--- src/rtl/dcache_pkg.sv ---
// Shared widths, state encoding and bundles for the data cache controller.
// Address split: tag [31:9], index [8:5], word offset [4:2].
package dcache_pkg;

  localparam int ADDR_W = 32;
  localparam int TAG_W  = 23;
  localparam int IDX_W  = 4;
  localparam int OFF_W  = 3;
  localparam int LINE_W = 256;
  localparam int WORD_W = 32;
  localparam int STAG_W = TAG_W + 2;

  typedef enum logic [2:0] {
    ST_IDLE,
    ST_MISS,
    ST_WRITEBACK,
    ST_READMISS,
    ST_READMISSOK
  } state_e;

  typedef struct packed {
    logic              en;
    logic              wr;
    logic [ADDR_W-1:0] addr;
    logic [LINE_W-1:0] data;
  } mem_req_t;

  function automatic logic [ADDR_W-1:0] line_addr(
    input logic [TAG_W-1:0] tag,
    input logic [IDX_W-1:0] idx
  );
    return {tag, idx, 5'b0};
  endfunction

endpackage

--- src/rtl/dcache_if.sv ---
// CPU, memory and SRAM buses of the data cache controller.
// slave: controller side; master: CPU/memory/SRAM side.
interface dcache_if;
  import dcache_pkg::*;

  logic [ADDR_W-1:0] cpu_addr_i;
  logic [WORD_W-1:0] cpu_data_i;
  logic              cpu_MemRead_i;
  logic              cpu_MemWrite_i;
  logic [WORD_W-1:0] cpu_data_o;
  logic              cpu_stall_o;

  logic [ADDR_W-1:0] mem_addr_o;
  logic [LINE_W-1:0] mem_data_o;
  logic              mem_enable_o;
  logic              mem_write_o;
  logic [LINE_W-1:0] mem_data_i;
  logic              mem_ack_i;

  logic [IDX_W-1:0]  sram_index_o;
  logic [STAG_W-1:0] sram_tag_o;
  logic [LINE_W-1:0] sram_data_o;
  logic              sram_enable_o;
  logic              sram_write_o;
  logic              sram_write_hit_o;
  logic [STAG_W-1:0] sram_tag_i;
  logic [LINE_W-1:0] sram_data_i;
  logic              sram_hit_i;

  modport slave (
    input  cpu_addr_i, cpu_data_i,
    input  cpu_MemRead_i, cpu_MemWrite_i,
    output cpu_data_o, cpu_stall_o,
    output mem_addr_o, mem_data_o,
    output mem_enable_o, mem_write_o,
    input  mem_data_i, mem_ack_i,
    output sram_index_o, sram_tag_o,
    output sram_data_o, sram_enable_o,
    output sram_write_o, sram_write_hit_o,
    input  sram_tag_i, sram_data_i,
    input  sram_hit_i
  );

  modport master (
    output cpu_addr_i, cpu_data_i,
    output cpu_MemRead_i, cpu_MemWrite_i,
    input  cpu_data_o, cpu_stall_o,
    input  mem_addr_o, mem_data_o,
    input  mem_enable_o, mem_write_o,
    output mem_data_i, mem_ack_i,
    input  sram_index_o, sram_tag_o,
    input  sram_data_o, sram_enable_o,
    input  sram_write_o, sram_write_hit_o,
    output sram_tag_i, sram_data_i,
    output sram_hit_i
  );

endinterface

--- src/rtl/dcache_word_mux.sv ---
// Selects one word of a cache line and builds the line with
// that word replaced by store data.
module dcache_word_mux
  import dcache_pkg::*;
(
  input  logic [LINE_W-1:0] line,
  input  logic [OFF_W-1:0]  off,
  input  logic [WORD_W-1:0] wdata,
  output logic [WORD_W-1:0] rdata,
  output logic [LINE_W-1:0] merged
);

  logic [7:0] base;

  assign base  = {off, 5'b0};
  assign rdata = line[base +: WORD_W];

  always_comb begin
    merged = line;
    merged[base +: WORD_W] = wdata;
  end

endmodule

--- src/rtl/dcache_controller.sv ---
// Write-back data cache controller: hits complete in IDLE,
// misses write back a dirty victim, refill, then retry.
module dcache_controller
  import dcache_pkg::*;
(
  input logic     clk_i,
  input logic     rst_i,
  dcache_if.slave bus
);

  logic              req;
  logic              hit;
  logic [TAG_W-1:0]  cpu_tag;
  logic [IDX_W-1:0]  idx;
  logic [OFF_W-1:0]  off;
  logic [WORD_W-1:0] rdata;
  logic [LINE_W-1:0] merged;

  state_e   state_q, state_d;
  mem_req_t mem_q, mem_d;

  logic              sram_wr;
  logic              sram_wr_hit;
  logic [STAG_W-1:0] sram_tag;
  logic [LINE_W-1:0] sram_data;

  assign req     = bus.cpu_MemRead_i | bus.cpu_MemWrite_i;
  assign hit     = bus.sram_hit_i;
  assign cpu_tag = bus.cpu_addr_i[31:9];
  assign idx     = bus.cpu_addr_i[8:5];
  assign off     = bus.cpu_addr_i[4:2];

  dcache_word_mux u_mux (
    .line   (bus.sram_data_i),
    .off    (off),
    .wdata  (bus.cpu_data_i),
    .rdata  (rdata),
    .merged (merged)
  );

  always_ff @(posedge clk_i or posedge rst_i) begin
    if (rst_i) begin
      state_q <= ST_IDLE;
      mem_q   <= '0;
    end else begin
      state_q <= state_d;
      mem_q   <= mem_d;
    end
  end

  always_comb begin
    state_d     = state_q;
    mem_d       = mem_q;
    sram_wr     = 1'b0;
    sram_wr_hit = 1'b0;
    sram_tag    = {2'b10, cpu_tag};
    sram_data   = merged;
    unique case (state_q)
      ST_IDLE: begin
        if (req && !hit) begin
          state_d = ST_MISS;
        end else if (bus.cpu_MemWrite_i && hit) begin
          sram_wr     = 1'b1;
          sram_wr_hit = 1'b1;
          sram_tag    = {2'b11, cpu_tag};
        end
      end
      ST_MISS: begin
        mem_d.en = 1'b1;
        if (bus.sram_tag_i[24:23] == 2'b11) begin
          mem_d.wr   = 1'b1;
          mem_d.addr = line_addr(bus.sram_tag_i[22:0], idx);
          mem_d.data = bus.sram_data_i;
          state_d    = ST_WRITEBACK;
        end else begin
          mem_d.wr   = 1'b0;
          mem_d.addr = line_addr(cpu_tag, idx);
          state_d    = ST_READMISS;
        end
      end
      ST_WRITEBACK: begin
        if (bus.mem_ack_i) begin
          mem_d.wr   = 1'b0;
          mem_d.addr = line_addr(cpu_tag, idx);
          state_d    = ST_READMISS;
        end
      end
      ST_READMISS: begin
        if (bus.mem_ack_i) begin
          mem_d.en  = 1'b0;
          sram_wr   = 1'b1;
          sram_tag  = {2'b10, cpu_tag};
          sram_data = bus.mem_data_i;
          state_d   = ST_READMISSOK;
        end
      end
      ST_READMISSOK: state_d = ST_IDLE;
      default:       state_d = ST_IDLE;
    endcase
  end

  assign bus.cpu_data_o  = rdata;
  assign bus.cpu_stall_o = (req & ~hit) | (state_q != ST_IDLE);

  assign bus.mem_enable_o = mem_q.en;
  assign bus.mem_write_o  = mem_q.wr;
  assign bus.mem_addr_o   = mem_q.addr;
  assign bus.mem_data_o   = mem_q.data;

  // Strobes are gated so reset also blocks an IDLE store hit.
  assign bus.sram_index_o     = idx;
  assign bus.sram_enable_o    = req;
  assign bus.sram_write_o     = sram_wr & ~rst_i;
  assign bus.sram_write_hit_o = sram_wr_hit & ~rst_i;
  assign bus.sram_tag_o       = sram_tag;
  assign bus.sram_data_o      = sram_data;

endmodule

--- src/flat_wrapper.sv ---
// flat-port wrapper written by rule: the top's interface ports become plain ports
module dcache_controller_flat import dcache_pkg::*;
  (clk_i, rst_i, bus_cpu_addr_i, bus_cpu_data_i, bus_cpu_MemRead_i, bus_cpu_MemWrite_i, bus_cpu_data_o, bus_cpu_stall_o, bus_mem_addr_o, bus_mem_data_o, bus_mem_enable_o, bus_mem_write_o, bus_mem_data_i, bus_mem_ack_i, bus_sram_index_o, bus_sram_tag_o, bus_sram_data_o, bus_sram_enable_o, bus_sram_write_o, bus_sram_write_hit_o, bus_sram_tag_i, bus_sram_data_i, bus_sram_hit_i);
  dcache_if bus_i ();
  input logic clk_i;
  input logic rst_i;
  input wire logic [$bits(bus_i.cpu_addr_i)-1:0] bus_cpu_addr_i;
  input wire logic [$bits(bus_i.cpu_data_i)-1:0] bus_cpu_data_i;
  input wire logic [$bits(bus_i.cpu_MemRead_i)-1:0] bus_cpu_MemRead_i;
  input wire logic [$bits(bus_i.cpu_MemWrite_i)-1:0] bus_cpu_MemWrite_i;
  output wire logic [$bits(bus_i.cpu_data_o)-1:0] bus_cpu_data_o;
  output wire logic [$bits(bus_i.cpu_stall_o)-1:0] bus_cpu_stall_o;
  output wire logic [$bits(bus_i.mem_addr_o)-1:0] bus_mem_addr_o;
  output wire logic [$bits(bus_i.mem_data_o)-1:0] bus_mem_data_o;
  output wire logic [$bits(bus_i.mem_enable_o)-1:0] bus_mem_enable_o;
  output wire logic [$bits(bus_i.mem_write_o)-1:0] bus_mem_write_o;
  input wire logic [$bits(bus_i.mem_data_i)-1:0] bus_mem_data_i;
  input wire logic [$bits(bus_i.mem_ack_i)-1:0] bus_mem_ack_i;
  output wire logic [$bits(bus_i.sram_index_o)-1:0] bus_sram_index_o;
  output wire logic [$bits(bus_i.sram_tag_o)-1:0] bus_sram_tag_o;
  output wire logic [$bits(bus_i.sram_data_o)-1:0] bus_sram_data_o;
  output wire logic [$bits(bus_i.sram_enable_o)-1:0] bus_sram_enable_o;
  output wire logic [$bits(bus_i.sram_write_o)-1:0] bus_sram_write_o;
  output wire logic [$bits(bus_i.sram_write_hit_o)-1:0] bus_sram_write_hit_o;
  input wire logic [$bits(bus_i.sram_tag_i)-1:0] bus_sram_tag_i;
  input wire logic [$bits(bus_i.sram_data_i)-1:0] bus_sram_data_i;
  input wire logic [$bits(bus_i.sram_hit_i)-1:0] bus_sram_hit_i;
  assign bus_i.cpu_addr_i = bus_cpu_addr_i;
  assign bus_i.cpu_data_i = bus_cpu_data_i;
  assign bus_i.cpu_MemRead_i = bus_cpu_MemRead_i;
  assign bus_i.cpu_MemWrite_i = bus_cpu_MemWrite_i;
  assign bus_cpu_data_o = bus_i.cpu_data_o;
  assign bus_cpu_stall_o = bus_i.cpu_stall_o;
  assign bus_mem_addr_o = bus_i.mem_addr_o;
  assign bus_mem_data_o = bus_i.mem_data_o;
  assign bus_mem_enable_o = bus_i.mem_enable_o;
  assign bus_mem_write_o = bus_i.mem_write_o;
  assign bus_i.mem_data_i = bus_mem_data_i;
  assign bus_i.mem_ack_i = bus_mem_ack_i;
  assign bus_sram_index_o = bus_i.sram_index_o;
  assign bus_sram_tag_o = bus_i.sram_tag_o;
  assign bus_sram_data_o = bus_i.sram_data_o;
  assign bus_sram_enable_o = bus_i.sram_enable_o;
  assign bus_sram_write_o = bus_i.sram_write_o;
  assign bus_sram_write_hit_o = bus_i.sram_write_hit_o;
  assign bus_i.sram_tag_i = bus_sram_tag_i;
  assign bus_i.sram_data_i = bus_sram_data_i;
  assign bus_i.sram_hit_i = bus_sram_hit_i;
  dcache_controller u_core (.clk_i(clk_i), .rst_i(rst_i), .bus(bus_i));
endmodule
--- config.mk ---
export PLATFORM = sky130hd
export DESIGN_NAME = dcache_controller_flat
export DESIGN_NICKNAME = d
export VERILOG_FILES = /design/src/rtl/dcache_pkg.sv /design/src/rtl/dcache_if.sv /design/src/rtl/dcache_word_mux.sv /design/src/rtl/dcache_controller.sv /design/src/flat_wrapper.sv
export SDC_FILE = /design/constraint.sdc
export NUM_CORES = 1
export LEC_CHECK = 0
export CAP_MARGIN = 25
export CORE_AREA = 2 2 479 481
export CTS_CLUSTER_DIAMETER = 50
export DETAILED_ROUTE_END_ITERATION = 16
export DIE_AREA = 0 0 481 483
export PLACE_DENSITY = 0.34
export SETUP_SLACK_MARGIN = 0.15
export SLEW_MARGIN = 30
export SYNTH_ARGS = -nofsm -noshare
export SYNTH_HDL_FRONTEND = slang
export SYNTH_SLANG_ARGS = --single-unit
--- constraint.sdc ---
create_clock -name clk_i -period 14.8 [get_ports clk_i]
set_input_delay 3.7 -clock clk_i [delete_from_list [all_inputs] [get_ports clk_i]]
set_output_delay 3.7 -clock clk_i [all_outputs]
set_load 0.005 [all_outputs]
# [Word level (Yosys, flattened, before mapping)]
# Cells that the tools add are included.
# Widths: inputs -> output; s select.
[totals] reg_bits=293 output_inout_bits=611
[classes] n_addsub=1 n_eq_ne=7 shifts=3 n_mux=21 bitwise=7 n_reduce_logical=11
[ops] cell="$mux 256" n=2
[ops] cell="$bwmux 256" n=1
[ops] cell="$shift 32x10->256 const A" n=1
[ops] cell="$shiftx 256x9->32" n=1
[ops] cell="$shiftx 32x10->256" n=1
[ops] cell="$mux 33" n=2
[ops] cell="$pmux 33 s2" n=1
[ops] cell="$mux 25" n=2
[ops] cell="$mux 24" n=1
[ops] cell="$pmux 3 s4" n=1
[ops] cell="$neg 8->10" n=1
[ops] cell="$mux 3" n=3
[ops] cell="$eq 3x2->1 const B" n=2
[ops] cell="$mux 1" n=6
[ops] cell="$reduce_and 2->1" n=3
[ops] cell="$ne 2x2->1 const B" n=2
[ops] cell="$pmux 1 s2" n=2
[ops] cell="$reduce_bool 2->1" n=2
[ops] cell="$and 1x1->1" n=3
[ops] cell="$eq 3x1->1 const B" n=1
[ops] cell="$logic_not 3->1" n=1
[ops] cell="$reduce_and 3->1" n=1
[ops] cell="$reduce_bool 3->1" n=1
[ops] cell="$eq 2x2->1 const B" n=1
[ops] cell="5 further kinds" n=8

# [Depth between registers and ports, before layout]
[depth] ltp_word=5 depth_mapped=11 depth_no_buf=7

# [By module]
# Synthesis repeated with hierarchy kept, for this count alone.
[hier_totals] cells_unflattened=2142 area_unflattened_um2=21130.3
[by_module_without_submodules] mod="dcache_controller" n_inst=1 cells_per_inst=1547 area_each_um2=15312.2 seq_area_each_um2=7206.9
[by_module_without_submodules] mod="dcache_word_mux" n_inst=1 cells_per_inst=595 area_each_um2=5818.1 seq_area_each_um2=0.0

# [Worst setup path after synthesis]
# OpenSTA, ideal clock, no wires.
[synth_path] path_kind="in2out" from="input port bus_cpu_addr_i[4]" to="output port bus_sram_data_o[108]" arrival_time_ns=5.723 required_ns=11.100 path_slack_ns=5.377 path_stages=9 path_cell_list="buf_2 > clkinv_1 > clkbuf_1 > ha_1 > clkbuf_1 > nor4b_4 > buf_2 > mux2i_1 > o21ai_1"
[synth_between] elab_chain_len=5 elab_cells_between_ends=6 classes_between="add/sub: 1; shift: 2; mux: 3"
[synth_lines] element="from (decl)" line="flat_wrapper.sv:7" rtl="input wire logic [$bits(bus_i.cpu_addr_i)-1:0] bus_cpu_addr_i;"
[synth_lines] element="$neg 8->10 (*)" line="dcache_word_mux.sv:20" rtl="merged[base +: WORD_W] = wdata;"
[synth_lines] element="$shiftx 32x10->256 / $shift 32x10->256 (equally long branches)" line="dcache_word_mux.sv:20"
[synth_lines] element="$bwmux 256 (*)" line="dcache_word_mux.sv:20"
[synth_lines] element="$mux 256" line="dcache_controller.sv:89" rtl="if (bus.mem_ack_i) begin"
[synth_lines] element="$mux 256 (*)" line="dcache_controller.sv:58" rtl="unique case (state_q)"
[synth_lines] element="to (decl)" line="flat_wrapper.sv:21" rtl="output wire logic [$bits(bus_i.sram_data_o)-1:0] bus_sram_data_o;"
# Mark *: on every way between the ends. The rest lies on a longest branch, timed or not.

# [Worst setup path in the final report]
[layout_path] from="input port bus_cpu_addr_i[2]" to="output port bus_sram_data_o[174]"
# Same word-level chain as after synthesis.

==> impl_metrics.py <==
metrics = {
    "clock_tree": {
        "root_buffer": "clkbuf_16",
        "cts_sinks": 288,
        "cts_hold_buf": 0,
        "max-clock-path-buffers": 3,
        "clkTransAtPathRegs_ns": 0.04,
        "cts_tree": "built",
        "post_cts_buffers": 0,
        "worstSkewPairLatency_ns": 0.69,
        "cts-resized-gates": 0,
        "htreeDepth": 3,
        "cts_buffers": 79,
    },
    "outcome": {
        "outcome": "completed",
    },
    "die": {
        "initial_utilization_pct": 8.62,
        "die_w_um": 481,
        "dieArea_sq_um": 232000,
        "core_sq_um": 227000,
        "io_pins": 1218,
        "rows": 175,
        "die_h_um": 483,
    },
    "sta": {
        "slew_viol_final": 0,
        "fin_crit_sh_pct": 77.3,
        "rsz0062_at_grt": "false",
        "max_slew_margin_pct": 31.5,
        "tightest_slew_ns": 1.02,
        "min_period_ns": 11.44,
        "hold_violations": 0,
        "fmax_ghz": 0.0874,
        "setup_viol": 0,
        "clock_skew_ns": 0.0473,
        "timing.setup.tns_ns": 0,
        "fin_hold_ws_ns": 0.503,
    },
    "synthesis": {
        "synthCells": 1880,
        "synth_largest_area_cell": "dfrtp_1",
        "synth_area_leaders": "dfrtp_1, mux2_4, mux2i_1",
        "synth_top_family_by_area": "multiplexers",
        "seq_area_frac_synth_pct": 36.8,
        "ys_ff_latch": 288,
        "synth_area_per_cell_sq_um": 10.4,
        "synthXorXnorAreaFrac_pct": 0,
        "synth-compound-area-share_pct": 9.12,
        "synth_top_area_share_pct": 36.8,
        "synth_simple_gate_area_share_pct": 9.45,
        "yosys.cell_types.count": 39,
        "syn-cell-area_sq_um": 19600,
        "synth_adder_area_share_pct": 0.192,
        "yosysWarnings": 0,
        "synthMuxAreaShare_pct": 37.8,
    },
    "global_routing": {
        "antenna_found_initial": 159,
        "grt_pass1_vias": 21700,
        "grt_pass1_wl_um": 273000,
        "grt_overflow": 0,
        "grt_usage_pct": 18.5,
        "grt_start_max_net_pins": 136,
    },
    "critical_path": {
        "start_kind": "input pin",
        "crit_fanout": 28,
        "required_ns": 11.10,
        "critPathCaptureType": "output pin",
        "path_class": "input pin to output pin",
        "arrival_ns": 7.74,
    },
    "routing": {
        "drt_iter0_drc": 1456,
        "first_pass_iters": 6,
        "wl_um": 223000,
        "drc": 0,
        "avgRoutedWirePerCell_um": 36.4,
        "vias_per_cell": 3.48,
        "vias": 21300,
        "ant_nets": 0,
    },
    "finish": {
        "drive_above_1_share_pct": 17.2,
        "syn_to_final_growth_pct": 92.1,
        "nets": 3614,
        "final_common_cell": "clkdlybuf4s50_1",
        "final_cell_mix": "clkdlybuf4s50_1, nand2_1, dfrtp_1",
        "fill_cells": 25500,
    },
    "worst_hold_path": {
        "hp-class": "register to register",
    },
    "power_and_ir_drop": {
        "p_sw_mw": 2.41,
        "power.density_nw_per_um2": 177,
        "ir_worst_vdd_mv": 0.0787,
        "p_int_mw": 4.24,
        "clock_power_share_pct": 28.2,
        "p_comb_share_pct": 50.2,
        "power_leakage_nw": 15.2,
        "seqPwrFrac_pct": 21.6,
        "swShare_pct": 36.3,
    },
    "placement": {
        "dpl.hpwl_um": 187000,
        "io_buffers": 1209,
        "place_congestion": 0.888,
    },
    "job": {
        "maxCapViolations": 0,
    },
}
## power by group through the flow
stage	Clock, mW	Sequential, mW	Combinational (mW)
floorplan	0	1.43	1.12
global placement	0	1.42	3.42
detailed placement	0	1.43	3.40
CTS	1.93	1.43	3.42
global route	1.96	1.48	3.55
finish	1.88	1.44	3.33
## cell type report
type / count / area (sq um) / area share [%]
Antenna cell: 38 / 95.1 / 0.253
Clock buffer: 104 / 2240 / 5.97
Clock inverter: 41 / 577 / 1.54
Inverter: 9 / 48.8 / 0.130
Multi-Input combinational cell: 1370 / 11200 / 29.7
Sequential cell: 288 / 7210 / 19.2
Tap cell: 3009 / 3760 / 10.0
Timing Repair Buffer: 1256 / 12500 / 33.2
## state kept, by name, indices dropped and copies added, names as in the netlist
name                     count
u_core.bus.mem_data_o      256
u_core.bus.mem_addr_o       27
u_core.state_q               3
u_core.bus.mem_enable_o      1
u_core.bus.mem_write_o       1
## metrics by stage
| stage | cells | total power, mW | util, % | cell area [sq um] | worst slack [ns] |
|---|---|---|---|---|---|
| floorplan | 1884 | 2.55 | - | 19600 | 3.15 |
| global placement | 5931 | 4.84 | 15.3 | 34600 | 3.12 |
| detailed placement | 5932 | 4.82 | 15.3 | 34700 | 3.13 |
| CTS | 6077 | 6.78 | 16.5 | 37500 | 3.12 |
| global route | 6088 | 6.99 | 16.5 | 37500 | 3.17 |
| finish | 6115 | 6.65 | 16.6 | 37600 | 3.36 |
## logic make-up after synthesis
logic type | count (synthesis)
adder cells (fa/ha/maj) | 3
AO/OA/AOI/OAI | 354
other | 2
multiplexers | 540
buffers and inverters | 226
AND/OR/NAND/NOR | 467
flip-flops | 288
## cell usage after synthesis (all sizes together)
| cell | number |
|---|---|
| ha | 3 |
| nor4b | 3 |
| clkinv | 1 |
| buf | 135 |
| nor3 | 1 |
| and2 | 1 |
| dfrtp | 288 |
| mux2i | 216 |
| or2 | 1 |
| nand2b | 2 |
| or3 | 1 |
| nand3b | 1 |
| nand2 | 356 |
| o21bai | 1 |
| mux2 | 260 |
| mux4 | 64 |
| nand3 | 4 |
| and3b | 1 |
| or4b | 1 |
| nor2 | 92 |
| and3 | 1 |
| a21oi | 154 |
| conb | 2 |
| inv | 8 |
| nor4 | 1 |
| nand4b | 1 |
| clkbuf | 82 |
| o21ai | 198 |
| o21ba | 1 |
## routing by layer
layer  up-vias  GRT usage [%]  part of all wire [%]  wire [um]
met2      1329           28.9                    45      99500
met3       292           9.32                    12      26800
met1     10700           22.4                    41      91600
li1       8892              -                     -          -
met4        62           4.42                   2.0       4350
met5         -              0                  0.18        407
## final timing paths
path / from / slack (ns) / to / cells past startpoint
setup / recovery: bus_cpu_addr_i[2] / 3.36 / bus_sram_data_o[174] / 10
min in group asynchronous: rst_i / 3.59 / u_core.bus.mem_data_o[90]$_DFFE_PP0P_ / 2
hold reg to reg: u_core.bus.mem_data_o[56]$_DFFE_PP0P_ / 0.50 / u_core.bus.mem_data_o[56]$_DFFE_PP0P_ / 1
setup reg to reg: u_core.state_q[2]$_DFFE_PP0P_ / 11.25 / u_core.bus.mem_data_o[169]$_DFFE_PP0P_ / 5
hold / removal: u_core.bus.mem_data_o[56]$_DFFE_PP0P_ / 0.50 / u_core.bus.mem_data_o[56]$_DFFE_PP0P_ / 1
max in group asynchronous: rst_i / 8.75 / u_core.bus.mem_data_o[34]$_DFFE_PP0P_ / 5
## worst max-delay path, stage by stage
cell             delay, ns
buf_6                 0.36
inv_2                 0.17
ha_1                  0.26
ha_1                  0.41
nor2_1                0.27
and3_4                0.73
buf_4                 0.41
mux2i_1               0.11
o21ai_0               0.54
clkdlybuf4s50_1       0.63
(Power assumes the default switching activity.)
